$ cat src/rtl/sub_flag_gen.sv
//------------------------------------------------------------------------------
// sub_flag_gen
//
// Multi-cycle sequential subtractor. Computes a - b as a + ~b + 1, CHUNK bits
// per clock, least significant slice first. Once the last slice is done it
// produces the difference and the negative / carry / overflow / zero flags
// read by the set-less-than result units.
//
// Carry uses the no-borrow convention: carry = 1 means a >= b (unsigned).
// Consumers form the unsigned less-than as ~carry.
//
// Parameters:
//   WIDTH  operand/result width; must be a multiple of CHUNK
//   CHUNK  bits processed per clock (1, 2, 4, 8, 16 or 32)
//          N = WIDTH/CHUNK slice cycles
//
// Ports:
//   clk         rising-edge clock
//   reset       asynchronous active-high reset
//   start       request, sampled only while busy = 0 (IDLE or DONE)
//   a, b        minuend / subtrahend, captured on the accepting edge
//   busy        high while slices are being processed (RUN)
//   done        one-cycle pulse; result and flags valid
//   result      a - b modulo 2^WIDTH
//   negative    result MSB
//   carry       carry-out of a + ~b + 1 (1 = no borrow)
//   overflow    signed overflow of a - b
//   zero        result == 0
//
// Optional feature, enabled by defining SUB_FLAG_CMP_EN:
//   lt_unsigned = ~carry
//   lt_signed   = negative ^ overflow
// Both are registered with the flags on the final slice edge.
// When the macro is undefined these ports and their logic are absent.
//------------------------------------------------------------------------------
module sub_flag_gen #(
  parameter int WIDTH = 32,
  parameter int CHUNK = 8
) (
  input  logic             clk,
  input  logic             reset,
  input  logic             start,
  input  logic [WIDTH-1:0] a,
  input  logic [WIDTH-1:0] b,
  output logic             busy,
  output logic             done,
  output logic [WIDTH-1:0] result,
  output logic             negative,
  output logic             carry,
  output logic             overflow,
  output logic             zero
`ifdef SUB_FLAG_CMP_EN
  ,
  output logic             lt_unsigned,
  output logic             lt_signed
`endif
);

  localparam int N     = WIDTH / CHUNK;
  // At least one bit, and wide enough to hold N-1.
  localparam int CNT_W = $clog2(N + 1);

  typedef enum logic [1:0] {
    IDLE = 2'd0,
    RUN  = 2'd1,
    DONE = 2'd2
  } state_t;

  state_t state_reg, state_next;

  logic [WIDTH-1:0] a_reg;      // minuend, shifted right one slice per edge
  logic [WIDTH-1:0] nb_reg;     // inverted subtrahend, shifted the same way
  logic             c_reg;      // carry into the next slice
  logic [CNT_W-1:0] cnt_reg;    // index of the slice being processed
  logic             a_msb_reg;  // captured operand sign bits for overflow
  logic             b_msb_reg;

  logic [WIDTH-1:0] result_reg;
  logic             negative_reg;
  logic             carry_reg;
  logic             overflow_reg;
  logic             zero_reg;

  logic             accept;
  logic             last_slice;
  logic [CHUNK:0]   slice_sum;
  logic [WIDTH-1:0] result_shift;
  logic             neg_next;
  logic             ovf_next;

  // A request is accepted whenever the unit is not processing slices,
  // which includes the DONE cycle (back-to-back operation).
  assign accept     = start && (state_reg != RUN);
  assign last_slice = (cnt_reg == CNT_W'(N - 1));

  //--------------------------------------------------------------------------
  // Slice adder and result shift
  //--------------------------------------------------------------------------
  always_comb begin
    slice_sum = {1'b0, a_reg[CHUNK-1:0]} + {1'b0, nb_reg[CHUNK-1:0]}
              + (CHUNK + 1)'(c_reg);
    // New slice enters at the MSB end; after N shifts the first slice computed
    // has reached bit 0, so the result lands in natural order.
    result_shift = (result_reg >> CHUNK)
                 | (WIDTH'(slice_sum[CHUNK-1:0]) << (WIDTH - CHUNK));
    neg_next = result_shift[WIDTH-1];
    ovf_next = (a_msb_reg != b_msb_reg) && (neg_next != a_msb_reg);
  end

  //--------------------------------------------------------------------------
  // FSM: state register
  //--------------------------------------------------------------------------
  always_ff @(posedge clk or posedge reset) begin
    if (reset) begin
      state_reg <= IDLE;
    end else begin
      state_reg <= state_next;
    end
  end

  //--------------------------------------------------------------------------
  // FSM: next-state logic
  //--------------------------------------------------------------------------
  always_comb begin
    state_next = state_reg;
    case (state_reg)
      IDLE:    if (start) state_next = RUN;
      RUN:     if (last_slice) state_next = DONE;
      DONE:    state_next = start ? RUN : IDLE;
      default: state_next = IDLE;
    endcase
  end

  //--------------------------------------------------------------------------
  // FSM: outputs
  //--------------------------------------------------------------------------
  always_comb begin
    busy = (state_reg == RUN);
    done = (state_reg == DONE);
  end

  //--------------------------------------------------------------------------
  // Datapath
  //--------------------------------------------------------------------------
  always_ff @(posedge clk or posedge reset) begin
    if (reset) begin
      a_reg      <= '0;
      nb_reg     <= '0;
      c_reg      <= 1'b0;
      cnt_reg    <= '0;
      a_msb_reg  <= 1'b0;
      b_msb_reg  <= 1'b0;
      result_reg <= '0;
    end else if (accept) begin
      a_reg     <= a;
      nb_reg    <= ~b;
      c_reg     <= 1'b1;   // the +1 of the two's complement negation
      cnt_reg   <= '0;
      a_msb_reg <= a[WIDTH-1];
      b_msb_reg <= b[WIDTH-1];
    end else if (state_reg == RUN) begin
      a_reg      <= a_reg >> CHUNK;
      nb_reg     <= nb_reg >> CHUNK;
      c_reg      <= slice_sum[CHUNK];
      cnt_reg    <= cnt_reg + 1'b1;
      result_reg <= result_shift;
    end
  end

  // Flags update only on the edge that completes the last slice, so they stay
  // valid through IDLE and the whole of the next operation's RUN phase.
  always_ff @(posedge clk or posedge reset) begin
    if (reset) begin
      negative_reg <= 1'b0;
      carry_reg    <= 1'b0;
      overflow_reg <= 1'b0;
      zero_reg     <= 1'b0;
    end else if (state_reg == RUN && last_slice) begin
      negative_reg <= neg_next;
      carry_reg    <= slice_sum[CHUNK];
      overflow_reg <= ovf_next;
      zero_reg     <= (result_shift == '0);
    end
  end

  assign result   = result_reg;
  assign negative = negative_reg;
  assign carry    = carry_reg;
  assign overflow = overflow_reg;
  assign zero     = zero_reg;

`ifdef SUB_FLAG_CMP_EN
  logic lt_unsigned_reg;
  logic lt_signed_reg;

  always_ff @(posedge clk or posedge reset) begin
    if (reset) begin
      lt_unsigned_reg <= 1'b0;
      lt_signed_reg   <= 1'b0;
    end else if (state_reg == RUN && last_slice) begin
      lt_unsigned_reg <= ~slice_sum[CHUNK];
      lt_signed_reg   <= neg_next ^ ovf_next;
    end
  end

  assign lt_unsigned = lt_unsigned_reg;
  assign lt_signed   = lt_signed_reg;
`endif

endmodule
$ cat config.mk
export PLATFORM = sky130hd
export DESIGN_NAME = sub_flag_gen
export DESIGN_NICKNAME = d
export VERILOG_FILES = /design/src/rtl/sub_flag_gen.sv
export SDC_FILE = /design/constraint.sdc
export NUM_CORES = 1
export LEC_CHECK = 0
export ABC_CLOCK_PERIOD_IN_PS = 7530
export CAP_MARGIN = 20
export CORE_ASPECT_RATIO = 1.2
export CORE_MARGIN = 4
export CORE_UTILIZATION = 55
export DETAILED_ROUTE_END_ITERATION = 7
export GPL_TIMING_DRIVEN = 0
export PLACE_DENSITY_LB_ADDON = 0.12
export SYNTH_ARGS = -nofsm -noshare
export SYNTH_HDL_FRONTEND = slang
export SYNTH_SLANG_ARGS = --single-unit
$ cat constraint.sdc
create_clock -name clk -period 7.53 [get_ports clk]
set_clock_uncertainty 0.2 [all_clocks]
set_input_delay 1.8825 -clock clk [delete_from_list [all_inputs] [get_ports clk]]
set_output_delay 1.8825 -clock clk [all_outputs]
set_load 0.01 [all_outputs]
* Yosys cells after proc, flatten, opt, wreduce, memory -nomap -nowiden *
Index checks and enable logic that the tools add are counted.

storage, ports and cells
  bits in registers = 108

cells by class
  add/sub/neg operators = 3
  equal/unequal tests = 8
  mux-type cells = 12
  bitwise operators = 3
  reduce and logical (&&, ||, !) cells = 8

operators with widths
  operator                                                          number
  32-bit 2-to-1 mux                                                 4
  32-bit zero test                                                  1
  32-bit NOT                                                        1
  24-bit by 32-bit bitwise OR with 32-bit output                    1
  8-bit by 8-bit adder with 9-bit output                            1
  9-bit by 1-bit adder with 9-bit output                            1
  3-bit 2-to-1 mux                                                  2
  2-bit case mux with 3 select lines                                1
  2-bit 2-to-1 mux                                                  2
  2-bit by 1-bit != test with 1-bit output (second input constant)  2
  2-bit AND reduction                                               2
  3-bit by 1-bit adder with 3-bit output (second input constant)    1
  3-bit by 2-bit == test with 1-bit output (second input constant)  1
  1-bit logical AND                                                 3
  1-bit 2-to-1 mux                                                  3
  2-bit by 1-bit == test with 1-bit output (second input constant)  1
  2-bit == test (second input constant)                             1
  2-bit zero test                                                   1
  1-bit != test                                                     2
  2-bit != test (second input constant)                             1
  2-bit nonzero test                                                1
  1-bit NOT                                                         1

* Logic depth before layout (Yosys ltp) *
  depth in word-level cells = 5
  mapped depth = 8

* Least setup slack after synthesis *
Ideal clock, no wire load.

  kind = register to output
  start point = register state_reg[1]
  end point = output busy
  arrival = 1.217 ns
  required time = 5.447 ns
  path slack = 4.231 ns
  stages on the path, launching flop included = 5
  path buffers = 2
  path through = dfrtp_1 -> nand2b_1 -> inv_1 -> clkbuf_1 -> clkbuf_1

on the way
  word-level cells in the longest chain between the ends = 1

ends and longest elaborated chain
  element                                   RTL line  RTL
  start: declaration                        69        state_t state_reg, state_next;
  start signal: assignment                  117       state_reg <= state_next;
  2-bit by 1-bit == test with 1-bit output  138       busy = (state_reg == RUN);
  end: declaration                          45        output logic busy,

No other way between the ends.

* Worst setup path after layout *
Ends and elaborated chain as after synthesis.

==> flow_summary.html <==
<table>
<tr><th>Metric</th><th>Value</th></tr>
<tr><th colspan="2">CTS</th></tr>
<tr><td>Insertion delay of the later-clocked pin in the worst-skew pair</td><td>0.38 ns</td></tr>
<tr><td>Post-CTS setup repair buffer count</td><td>0</td></tr>
<tr><td>Number of buffers added by the clock tree synthesis step</td><td>9</td></tr>
<tr><td>Clock edge transition at the registers on the reported setup and hold paths</td><td>about 0.10 ns</td></tr>
<tr><td>CTS tree</td><td>built</td></tr>
<tr><td>Num Clock Sinks</td><td>108</td></tr>
<tr><td>Count of hold-fix buffers inserted at cts</td><td>0</td></tr>
<tr><td>H-tree levels</td><td>3</td></tr>
<tr><td>Resized cells post-CTS</td><td>0</td></tr>
<tr><td>Root Driver</td><td>sky130_fd_sc_hd__clkbuf_8</td></tr>
<tr><td>Clock Tree Buf Depth</td><td>2</td></tr>
<tr><th colspan="2">Setup path</th></tr>
<tr><td>Type of origin of the critical path</td><td>flip-flop</td></tr>
<tr><td>Required time of the critical path</td><td>5.45 ns</td></tr>
<tr><td>Peak fanout along the critical path</td><td>10</td></tr>
<tr><td>Critical setup path kind</td><td>flip-flop to output port</td></tr>
<tr><td>Critical path capture point type</td><td>output port</td></tr>
<tr><td>Arrival @ worst endpoint</td><td>2.61 ns</td></tr>
<tr><th colspan="2">Job</th></tr>
<tr><td>Max-cap violations</td><td>0</td></tr>
<tr><th colspan="2">Die</th></tr>
<tr><td>Initial core utilization</td><td>56.1%</td></tr>
<tr><td># IOs</td><td>105</td></tr>
<tr><td>Area of the die</td><td>10800 um^2</td></tr>
<tr><td>Die Span Y</td><td>113 um</td></tr>
<tr><td>Horizontal die dimension</td><td>95.6 um</td></tr>
<tr><td>Site row count</td><td>38</td></tr>
<tr><td>Total core area</td><td>~9000 um^2</td></tr>
<tr><th colspan="2">Detailed routing</th></tr>
<tr><td>Total Wirelength</td><td>12.5 mm</td></tr>
<tr><td>Wire length on met2</td><td>6.52 mm</td></tr>
<tr><td>Remaining antenna violation count after routing</td><td>0</td></tr>
<tr><td>Number of design rule violations left after detail routing</td><td>0</td></tr>
<tr><td>Detailed-routing iteration count for the pre-antenna-repair pass</td><td>5</td></tr>
<tr><td>Top routing layer used</td><td>met4</td></tr>
<tr><td>Total number of vias</td><td>4293</td></tr>
<tr><td>Wire length on met1</td><td>4.83 mm</td></tr>
<tr><td>Avg WL per Cell</td><td>15.8 um</td></tr>
<tr><td>Routed wire length on met3</td><td>612 um</td></tr>
<tr><td>Detail-routed via count per cell</td><td>5.42</td></tr>
<tr><td>Iter 0 DRT Violations</td><td>249</td></tr>
<tr><th colspan="2">Synthesis</th></tr>
<tr><td>Syn nets</td><td>between 600 and 700</td></tr>
<tr><td>Number of distinct library cell variants in the gate-level netlist after synthesis</td><td>40</td></tr>
<tr><td>Post-synthesis instance area</td><td>about 5000 um^2</td></tr>
<tr><td>Top area cells in the synthesized netlist</td><td>sky130_fd_sc_hd__dfrtp_1, sky130_fd_sc_hd__nand2_1, sky130_fd_sc_hd__o21ai_0, sky130_fd_sc_hd__mux2i_1, sky130_fd_sc_hd__buf_4</td></tr>
<tr><td>Gate count of the mapped netlist</td><td>552</td></tr>
<tr><td>Synth warn</td><td>0</td></tr>
<tr><td>Synthesized flop and latch total</td><td>108</td></tr>
<tr><td>Ys async rst share</td><td>100%</td></tr>
<tr><td>Number of synthesized flops with an enable pin</td><td>0</td></tr>
<tr><td>Cell taking the most area after synthesis</td><td>sky130_fd_sc_hd__dfrtp_1</td></tr>
<tr><td>Most common cell in the synthesized netlist</td><td>sky130_fd_sc_hd__nand2_1</td></tr>
<tr><td>Seq/Total Area, Yosys</td><td>53.3%</td></tr>
<tr><td>Area share of the leading cell type in the synthesized netlist</td><td>53.3%</td></tr>
<tr><td>Top flip-flop cell by instance count after synthesis</td><td>sky130_fd_sc_hd__dfrtp_1</td></tr>
<tr><td>Ranking of synthesized cells by instance count</td><td>sky130_fd_sc_hd__nand2_1, sky130_fd_sc_hd__dfrtp_1, sky130_fd_sc_hd__o21ai_0</td></tr>
<tr><td>Per-instance average area after synthesis</td><td>9.18 um^2</td></tr>
<tr><th colspan="2">Timing</th></tr>
<tr><td>Hold Worst Slack</td><td>roughly 0.28 ns</td></tr>
<tr><td>Final period utilization</td><td>62.4%</td></tr>
<tr><td>Setup Total Neg Slack</td><td>0 ns</td></tr>
<tr><td>Highest achievable clock rate</td><td>213 MHz</td></tr>
<tr><td>Final count of hold timing violations</td><td>0</td></tr>
<tr><td>RSZ-0062 raised after global routing</td><td>false</td></tr>
<tr><td>Worst slew pin tran</td><td>0.700 ns</td></tr>
<tr><td>Count of final max-slew check failures</td><td>0</td></tr>
<tr><td>Shortest clock period the worst path allows after layout</td><td>~4.7 ns</td></tr>
<tr><td>Setup Viol. Count Final</td><td>0</td></tr>
<tr><td>Post-layout worst setup margin</td><td>2.83 ns</td></tr>
<tr><td>Normalized max-slew margin</td><td>53.3%</td></tr>
<tr><th colspan="2">Outcome</th></tr>
<tr><td>Status</td><td>complete, no violations</td></tr>
<tr><th colspan="2">Placed design</th></tr>
<tr><td>Setup slack at placement</td><td>3.24 ns</td></tr>
<tr><td>Half-perimeter wire length of the detailed placement result</td><td>9.61 mm</td></tr>
<tr><td>Last weighted congestion value of the routability-driven placer</td><td>between 0.8 and 0.9</td></tr>
<tr><td>Count of input and output buffers</td><td>103</td></tr>
<tr><th colspan="2">Min path</th></tr>
<tr><td>Class of the tightest hold or removal check</td><td>flip-flop to flip-flop</td></tr>
<tr><th colspan="2">Global route</th></tr>
<tr><td>Total routing usage reported by global routing</td><td>24.4%</td></tr>
<tr><td>Initial antenna violation count</td><td>0</td></tr>
<tr><td>Wire length of the first global-routing pass</td><td>20.5 mm</td></tr>
<tr><td>Total global routing overflow</td><td>0</td></tr>
<tr><td>Number of global-route vias before repair</td><td>around 4400</td></tr>
<tr><td>Pin count of the biggest net entering global routing</td><td>75</td></tr>
<tr><th colspan="2">Power and ir drop</th></tr>
<tr><td>Power per cell area</td><td>397 nW/um^2</td></tr>
<tr><td>P_leak</td><td>0.00298 uW</td></tr>
<tr><td>Overall Power</td><td>2560 uW</td></tr>
<tr><td>Worst IR drop on VDD</td><td>0.000161 V</td></tr>
<tr><th colspan="2">Finish</th></tr>
<tr><td>Post-layout util</td><td>71.5%</td></tr>
<tr><td>Final nets</td><td>745</td></tr>
<tr><td>Number of antenna diodes</td><td>0</td></tr>
<tr><td>Proportion of layout cells with a drive suffix above 1</td><td>6.70%</td></tr>
<tr><td>Area grow syn2layout</td><td>27.4%</td></tr>
<tr><td>Fillers</td><td>715</td></tr>
</table>
==> area by class of cell <==
class	instances	area (um^2)	share of cell area, %
Sequential cell	108	2700	41.9
Multi-Input combinational cell	379	2030	31.4
Timing Repair Buffer	104	1060	16.4
Buffer	55	298	4.61
Tap cell	120	150	2.33
Clock buffer	12	145	2.25
Inverter	10	40.0	0.620
Clock inverter	4	32.5	0.504
==> routing by layer <==
layer  global-route usage [%]  up-vias
li1                         -     2058
met1                     29.1     2070
met2                     41.7      136
met3                     3.92       29
met4                     12.7        0
met5                        0        -
==> layout by cell type (no fill, tap or decap), types with 2 or more instances in the layout <==
cell type	count
sky130_fd_sc_hd__buf_1	2
sky130_fd_sc_hd__clkbuf_1	30
sky130_fd_sc_hd__o21a_1	3
sky130_fd_sc_hd__o21ai_0	86
sky130_fd_sc_hd__nor2_1	32
sky130_fd_sc_hd__inv_1	9
sky130_fd_sc_hd__nor4_1	7
sky130_fd_sc_hd__xnor2_1	2
sky130_fd_sc_hd__ha_1	9
sky130_fd_sc_hd__buf_4	24
sky130_fd_sc_hd__dfrtp_1	108
sky130_fd_sc_hd__a211oi_1	5
sky130_fd_sc_hd__a21oi_1	8
sky130_fd_sc_hd__nor2b_1	2
sky130_fd_sc_hd__mux2i_1	32
sky130_fd_sc_hd__clkinvlp_4	2
sky130_fd_sc_hd__inv_6	2
sky130_fd_sc_hd__fa_1	2
sky130_fd_sc_hd__nand3_1	2
sky130_fd_sc_hd__nand2b_1	2
sky130_fd_sc_hd__clkdlybuf4s50_1	103
sky130_fd_sc_hd__nand4_1	2
sky130_fd_sc_hd__nor3b_1	3
sky130_fd_sc_hd__nand2_1	163
sky130_fd_sc_hd__mux2_2	2
sky130_fd_sc_hd__clkbuf_8	10
==> report_power, final <==
group          total [uW]  leakage [uW]  internal, uW  switching, uW
clock                 333     0.0000836           132            201
sequential           1020       0.00138           831            193
combinational        1200       0.00152           559            644
==> kinds of logic (layout without fill, tap and decap cells) <==
kind of cell | count (synthesis) | in the layout | share of synthesized area [%]
simple gates | 220 | 220 | 17.8
mux | 34 | 34 | 6.77
xor+xnor | 3 | 3 | 0.519
fa+ha+maj | 11 | 11 | 3.01
compound gates | 111 | 111 | 12.0
buf+inv | 65 | 185 | 6.62
flops | 108 | 108 | 53.3
==> worst max-delay path, stage by stage, from the launching register on <==
cell and delay, ns:
sky130_fd_sc_hd__dfrtp_1 0.39, sky130_fd_sc_hd__nand2b_1 0.15, sky130_fd_sc_hd__inv_1 0.19, sky130_fd_sc_hd__clkbuf_1 0.39, sky130_fd_sc_hd__clkbuf_1 0.48, sky130_fd_sc_hd__clkdlybuf4s50_1 0.64
==> per-stage QoR <==
stage               instances  cell area, um^2
global placement          775             6250
detailed placement        776             6280
floorplan                 552             5070
finish                    792             6460
CTS                       792             6460
global route              792             6460
==> final timing paths <==
kind                               from           end  slack [ns]  depth (start not counted)
setup / recovery           state_reg[1]          busy        2.83                          5
hold / removal                result[6]     result[6]        0.28                          2
setup reg to reg               a_reg[0]          zero        4.76                          8
hold reg to reg               result[6]     result[6]        0.28                          2
max in group asynchronous         reset  state_reg[1]        4.75                          3
min in group asynchronous         reset      a_reg[1]        1.68                          2
Note: power is estimated with default switching activity, not from simulation.
